File: src/rtl/ed25519_bpm_io_sequencer.sv
// ed25519_bpm_io_sequencer: word-serial K fetch, optional clamp, core start and Q write-back
//   ICLK, IRST          : clock, synchronous active-high reset
//   IEN, OREADY, ODONE  : start request (IDLE only), idle flag, completion pulse
//   OKADDR, OKRDEN, IK  : K RAM read port, data sampled READ_LAT edges after the address
//   OQADDR, OQWREN, OQ  : result write port, OQADDR MSB selects Qx
//   OCORE_*, ICORE_*    : base-point multiplier core start/done handshake and operands
module ed25519_bpm_io_sequencer #(
   parameter int WORD_W   = 32,
   parameter int ADDR_W   = $clog2(256 / WORD_W),
   parameter int READ_LAT = 1,
   parameter int CLAMP    = 1,
   parameter int OUT_X    = 0
) (
   input  logic              ICLK,
   input  logic              IRST,
   input  logic              IEN,
   output logic              OREADY,
   output logic              ODONE,
   output logic [ADDR_W-1:0] OKADDR,
   output logic              OKRDEN,
   input  logic [WORD_W-1:0] IK,
   output logic [ADDR_W:0]   OQADDR,
   output logic              OQWREN,
   output logic [WORD_W-1:0] OQ,
   output logic              OCORE_START,
   output logic [255:0]      OCORE_K,
   input  logic              ICORE_DONE,
   input  logic [255:0]      ICORE_QY,
   input  logic [255:0]      ICORE_QX
);
   localparam int NW = 256 / WORD_W;
   localparam logic [ADDR_W:0] LAST_K = (ADDR_W + 1)'(NW - 1);
   localparam logic [ADDR_W:0] LAST_Q = (ADDR_W + 1)'(OUT_X != 0 ? 2 * NW - 1 : NW - 1);
   localparam logic [2:0] IDLE = 3'd0, FETCH = 3'd1, DRAIN = 3'd2, START = 3'd3,
                          WAIT = 3'd4, STORE = 3'd5, DONE = 3'd6;
   logic [2:0]        state_q, state_d;
   logic [ADDR_W:0]   cnt_q, cnt_d;
   logic              pv_q;
   logic [ADDR_W-1:0] pa_q;
   logic [255:0]      k_q, k_d, k_ins, qy_q, qy_d, qx_q, qx_d, q_sel;
   logic              cap_v;
   logic [ADDR_W-1:0] cap_a;
   // With one cycle of latency the word arrives while its address is still driven;
   // with two, a one-stage copy of the read request tags the returning word.
   assign cap_v = READ_LAT == 1 ? state_q == FETCH : pv_q;
   assign cap_a = READ_LAT == 1 ? cnt_q[ADDR_W-1:0] : pa_q;
   always_comb begin
      k_ins = k_q;
      k_ins[cap_a * WORD_W +: WORD_W] = IK;
   end
   // Clamping is folded into every capture so OCORE_K is final when START fires.
   assign k_d = !cap_v ? k_q : CLAMP != 0 ? {2'b01, k_ins[253:3], 3'b000} : k_ins;
   always_comb begin
      state_d = state_q;
      cnt_d   = cnt_q;
      qy_d    = qy_q;
      qx_d    = qx_q;
      case (state_q)
         IDLE:  state_d = IEN ? FETCH : IDLE;
         FETCH: begin
            cnt_d = cnt_q == LAST_K ? '0 : cnt_q + 1'b1;
            if (cnt_q == LAST_K) state_d = READ_LAT == 1 ? START : DRAIN;
         end
         DRAIN: state_d = cap_v ? START : DRAIN;
         START: state_d = WAIT;
         WAIT:  if (ICORE_DONE) begin
            state_d = STORE;
            qy_d    = ICORE_QY;
            qx_d    = ICORE_QX;
         end
         STORE: begin
            cnt_d   = cnt_q == LAST_Q ? '0 : cnt_q + 1'b1;
            state_d = cnt_q == LAST_Q ? DONE : STORE;
         end
         default: state_d = IDLE;
      endcase
   end
   always_ff @(posedge ICLK) begin
      if (IRST) begin
         state_q <= IDLE;
         cnt_q   <= '0;
         pv_q    <= 1'b0;
         pa_q    <= '0;
         k_q     <= '0;
         qy_q    <= '0;
         qx_q    <= '0;
      end else begin
         state_q <= state_d;
         cnt_q   <= cnt_d;
         pv_q    <= state_q == FETCH;
         pa_q    <= cnt_q[ADDR_W-1:0];
         k_q     <= k_d;
         qy_q    <= qy_d;
         qx_q    <= qx_d;
      end
   end
   assign q_sel       = cnt_q[ADDR_W] ? qx_q : qy_q;
   assign OREADY      = state_q == IDLE;
   assign ODONE       = state_q == DONE;
   assign OKRDEN      = state_q == FETCH;
   assign OKADDR      = OKRDEN ? cnt_q[ADDR_W-1:0] : '0;
   assign OQWREN      = state_q == STORE;
   assign OQADDR      = OQWREN ? cnt_q : '0;
   assign OQ          = OQWREN ? q_sel[cnt_q[ADDR_W-1:0] * WORD_W +: WORD_W] : '0;
   assign OCORE_START = state_q == START;
   assign OCORE_K     = k_q;
endmodule

File: config.mk
export PLATFORM = sky130hd
export DESIGN_NAME = ed25519_bpm_io_sequencer
export DESIGN_NICKNAME = d
export VERILOG_FILES = /design/src/rtl/ed25519_bpm_io_sequencer.sv
export SDC_FILE = /design/constraint.sdc
export NUM_CORES = 2
export LEC_CHECK = 0
export BUFFER_PORTS_ARGS = -buffer_cell sky130_fd_sc_hd__buf_2
export CORE_AREA = 5 5 323 325
export DETAILED_ROUTE_END_ITERATION = 10
export DIE_AREA = 0 0 328 330
export GPL_TIMING_DRIVEN = 0
export PLACE_DENSITY = 0.61
export REMOVE_ABC_BUFFERS = 1
export SLEW_MARGIN = 0
export SYNTH_ARGS = -nofsm -noshare
export SYNTH_HDL_FRONTEND = slang
export SYNTH_SLANG_ARGS = --single-unit
File: constraint.sdc
create_clock -name ICLK -period 4.1 [get_ports ICLK]
set_clock_uncertainty 0.2 [all_clocks]
set_input_delay 0.205 -clock ICLK [delete_from_list [all_inputs] [get_ports ICLK]]
set_output_delay 0.205 -clock ICLK [all_outputs]
set_load 0.05 [all_outputs]
== Word-level counts from Yosys, hierarchy flattened ==
Cells that the tools add are included.

* Add/sub/neg operators: 2
* Equality and inequality tests: 9
* Shift operators: 3
* Multiplexer cells: 11
* Reductions and logical operators: 4

{| class="wikitable"
|+ Operators with widths
! operator !! number
|-
| $bwmux 256 || 1
|-
| $mux 256 || 1
|-
| $shift 32x34->256 const A || 1
|-
| $shiftx 256x9->32 || 1
|-
| $shiftx 32x34->256 || 1
|-
| $neg 8->34 || 1
|-
| $mux 32 || 1
|-
| $pmux 3 s6 || 1
|-
| $eq 3x3->1 const B || 3
|-
| $mux 3 || 3
|-
| $mux 4 || 2
|-
| $eq 3x2->1 const B || 2
|-
| $add 4x1->4 const B || 1
|-
| $eq 4x3->1 const B || 1
|-
| $reduce_and 2->1 || 2
|-
| $eq 3x1->1 const B || 1
|-
| $logic_not 3->1 || 1
|-
| $mux 2 || 1
|-
| $ne 2x1->1 const B || 1
|-
| $ne 2x2->1 const B || 1
|-
| $reduce_or 2->1 || 1
|-
| $mux 1 || 1
|}

* Register bits: 771
* Input bits: 548
* Output and inout bits: 300
* Word-level logic and storage cells: 34

== Depth between registers and ports, before layout ==
* Depth in word-level cells: 3
* Depth in mapped cells: 13
* Depth with buffers taken out: 6

== Worst setup path after synthesis ==
OpenSTA, ideal clock, no wires.

* Path type: register to register
* From: register cnt_q[0]
* To: register k_q[22] (netlist: OCORE_K[22])
* Library setup time: 0.132 ns
* Arrival time: 3.533 ns
* Data required time: 3.768 ns
* Path slack: 0.235 ns
* Stages on the path, launching flop included: 14
* Path buffers: 7
* Clock period less this slack: 3.865 ns
* Cell sequence: dfxtp_1 buf_2 clkbuf_1 buf_2 clkbuf_1 inv_1 ha_1 ha_1 clkbuf_1 or4b_2 clkbuf_1 clkbuf_1 o31ai_1 a21oi_1

* Cells in the longest elaborated chain, start to end: 3
* Elaborated cells between the ends (all ways): 4
* Classes of those cells: add/sub (1); shift (2); mux (1)

{| class="wikitable"
|+ Ends and longest elaborated chain
! item !! line !! text
|-
| from (decl) || 37 || <nowiki>logic [ADDR_W:0] cnt_q, cnt_d;</nowiki>
|-
| from (signal assigned) || 89 || <nowiki>cnt_q <= cnt_d;</nowiki>
|-
| $neg 8->34 * || 49 || <nowiki>k_ins[cap_a * WORD_W +: WORD_W] = IK;</nowiki>
|-
| $shiftx 32x34->256 / $shift 32x34->256 (equally long branches) || 49 ||
|-
| $bwmux 256 * || 49 ||
|-
| to (signal assigned) || 92 || <nowiki>k_q <= k_d;</nowiki>
|-
| to (decl) || 40 || <nowiki>logic [255:0] k_q, k_d, k_ins, qy_q, qy_d, qx_q, qx_d, q_sel;</nowiki>
|}

Every way passes the cells marked *; elsewhere a longest branch is shown, timed or not.
A chain may end at the register's enable or synchronous reset.

== Worst setup path after layout ==
* From: register cnt_q[1]
* To: register k_q[139] (netlist: OCORE_K[139])

Same word-level chain as after synthesis.

==> results.cfg <==
[status]
run_status = finished with violations
failed_checks = capacitance limit

[critical_path]
critPathMaxStageDelay_ps = 770
cpMostUsedCell = sky130_fd_sc_hd__buf_12
worst-path-buf-inv = 4
setup.worst_path.class = reg2reg
worst_ep_arrival_time_ps = 4320
worst_setup_path_start_kind = register
regToRegEndpoint = OCORE_K[139]
cp_cell_sequence = buf_12 -> inv_4 -> buf_16 -> ha_4 -> or2_4 -> or4_2 -> buf_12 -> mux2i_1
r2r_setup_slack_ps = 120
cp.depth = 8
r2r.worst_path.cells = 8
timing.critical_path.fanout_max = 34
worst_path_max_delay_cell = sky130_fd_sc_hd__or4_2
cp-end-kind = register
cp_top_family = simple AND/OR/NAND/NOR gates
worstReg2RegStart = cnt_q[1]
req_time_crit_path_ps = 4440

[detailed_routing]
first_iteration_detailed_routing_drc_count = 3466
route.vias.total = 35400
drt_first_pass_iters = 9
antenna_violating_nets_post_route = 0
wl_per_cell_um = 20.9
vias_per_cell = 5.35
detail_route.drc_violations = 0
totalWireLength_um = 138000

[global_routing]
grt_first_pass_wirelength_um = 207000
globalRouteOverflowTotal = 0
grt_antenna_before_repair = 50
first_global_vias = 34600
pin_count_of_the_biggest_net_entering_global_routing = 148
grt_overall_usage = 0.241

[clocking]
clk_root_buffer_cell = sky130_fd_sc_hd__clkbuf_16
htree_num_levels = 3
cts.clk_slew.worst_paths_ps = 60
numClockSinks = 771
clock_latency_ps = 680
ctsLongestPathBuffers = 3
cts_made_buffers = 86
cts_tree = yes

[hold_path]
worst_hold_path.num_cells = 4
worst_hold_path.endpoint = qy_q[155]
hold_path.startpoint = ICORE_QY[155]
hold_path.class = in2reg

[final_layout]
areaGrowthSynthToFinish_pct = 46.1
most-common-layout-cells = 1055 x sky130_fd_sc_hd__nand2_1, 842 x sky130_fd_sc_hd__buf_2, 766 x sky130_fd_sc_hd__dfxtp_1
final_layout_size_suffix_gt1_frac = 0.241
nNetsFinal = 5695
finish.cell_count_without_fillers = 6617
share_of_the_core_filled_with_cells_in_the_final_layout = 0.478
most_common_library_cell_in_the_layout_ignoring_fill_and_taps = sky130_fd_sc_hd__nand2_1

[synthesis]
synth-simple-area-share = 0.228
synth_enable_flop_cells = 0
post_synth_inst_count = 3942
synth_sequential_area_ratio = 0.466
synth.mux.area_fraction = 0.0977
post_synth_instance_area_mm2 = 0.0331
synthXorXnorAreaFrac = 0.000264
synth_warnings = 0
avgSynthCellArea_um2 = 8.40
yosys.area.top_type_share = 0.466
yosysTopAreaCell = sky130_fd_sc_hd__dfxtp_1
dominant_combinational_cell_family_by_area_after_synthesis = simple AND/OR/NAND/NOR gates
asyncSetResetFlopFracSynth = 0
synth_area_leaders = sky130_fd_sc_hd__dfxtp_1 47%, sky130_fd_sc_hd__nand2_1 12%, sky130_fd_sc_hd__a21oi_1 11%, sky130_fd_sc_hd__mux4_2 8.7%, sky130_fd_sc_hd__clkbuf_1 4.3%
synthAdderAreaFrac = 0.00264
ys_seq_elements = 771
area_fraction_in_compound_gates_after_synthesis = 0.155
synthFlopType = sky130_fd_sc_hd__dfxtp_1
synthDistinctLibCells = 45

[place]
port-buffer-count = 843
place_hpwl_um = 90100
placedCellCount = 5832
setup_ws_pre_cts_ps = -608
routabilityCongestion = 0.814

[sta]
timing.max_slew.rel_slack = 0.0153
layout_setup_ws_ps = 118
slew_viol_final = 0
worstMarginPinSlew_ps = 1480
finalCriticalPeriod_ps = 3980
final_hold_viol_count = 0
fmax_ghz = 0.251
layout_worst_path_cycle_share = 0.971
fin_worst_hold_slack_ps = 117
final-setup-viol-count = 0

[run]
maxCapViolations = 1

[floorplan]
die_height_um = 330
io-pin-count = 848
row_count = 117
die_area_mm2 = 0.108
initial_cell_density_of_the_core = 0.328
die-width_um = 328
core_area_mm2 = 0.101

[pwr]
peakVddDrop_uv = 280
power-per-cell-area_mw_per_mm2 = 363
total_leakage_power_nw = 17.9
## worst max path at each step
stage,start,endpoint,slack [ps]
after floorplan,state_q[1],qx_q[0],-32230
after detailed placement,cnt_q[1],OCORE_K[128],-610
after global routing,state_q[1],qx_q[149],-6
final,cnt_q[1],OCORE_K[139],120
after CTS,cnt_q[1],OCORE_K[139],8
after global placement,state_q[1],qy_q[99],-70350
## flip-flops by register name, indices dropped and copies added (netlist names)
register,count
qx_q,256
qy_q,256
state_q,3
cnt_q,4
OCORE_K,252
## layout make-up
type	instances	area, µm²
clock buffer	120	2450
clock inverter	35	475
sequential	771	15500
multi-input combinational	2740	16300
tap	1368	1710
timing repair buffer	1535	11900
fill	9353	52800
antenna	42	105
inverter	6	25.0
## Yosys cell counts (all sizes together), types with 30 or more instances
library cell	instances
o31ai	124
a21oi	733
or4	30
nand4	128
dfxtp	771
buf	48
nor4bb	67
o21ai	95
mux2i	33
mux4	128
nand2b	37
nand2	1055
nand3	191
clkbuf	380
## kinds of logic after synthesis
group	after synthesis
adder cells (fa/ha/maj)	7
flip-flops	771
XOR/XNOR	1
multiplexers	163
other	1
buffers and inverters	434
AO/OA/AOI/OAI	960
AND/OR/NAND/NOR	1605
## power by group
group	internal, W	total, W	switching, W
logic	0.000844	0.00197	0.00113
clock network	0.00466	0.00806	0.00340
registers	0.00751	0.00754	0.0000314
## routing by layer
layer	share of wire	vias up	GRT usage
met1	0.40	17100	0.303
li1	-	16300	-
met3	0.078	358	0.0456
met2	0.47	1627	0.403
met5	0.00059	-	0
met4	0.046	12	0.112
## repair_timing
item / in CTS / in global routing
hold buffers: 580 / 0
endpoints found under the hold margin: 765 / 0
gates resized for setup: 4 / 1
pin swaps: 2 / 2
endpoints found under the setup margin: 250 / 81
buffers inserted: 5 / 3
## through the flow
step                      power, W  cell area, µm²  TNS (ps)
after floorplan            0.00825           31500         -
after global placement     0.00907           37400         -
after detailed placement   0.00917           39400    -59180
after CTS                   0.0177           48200         0
after global routing        0.0181           48400     -7.37
final                       0.0176           48400         0
## worst min-delay path, stage by stage
cell,delay (ps)
sky130_fd_sc_hd__dlygate4sd3_1,530
sky130_fd_sc_hd__buf_2,120
sky130_fd_sc_hd__nand2_1,50
sky130_fd_sc_hd__a21oi_1,50
(Power assumes the default switching activity.)
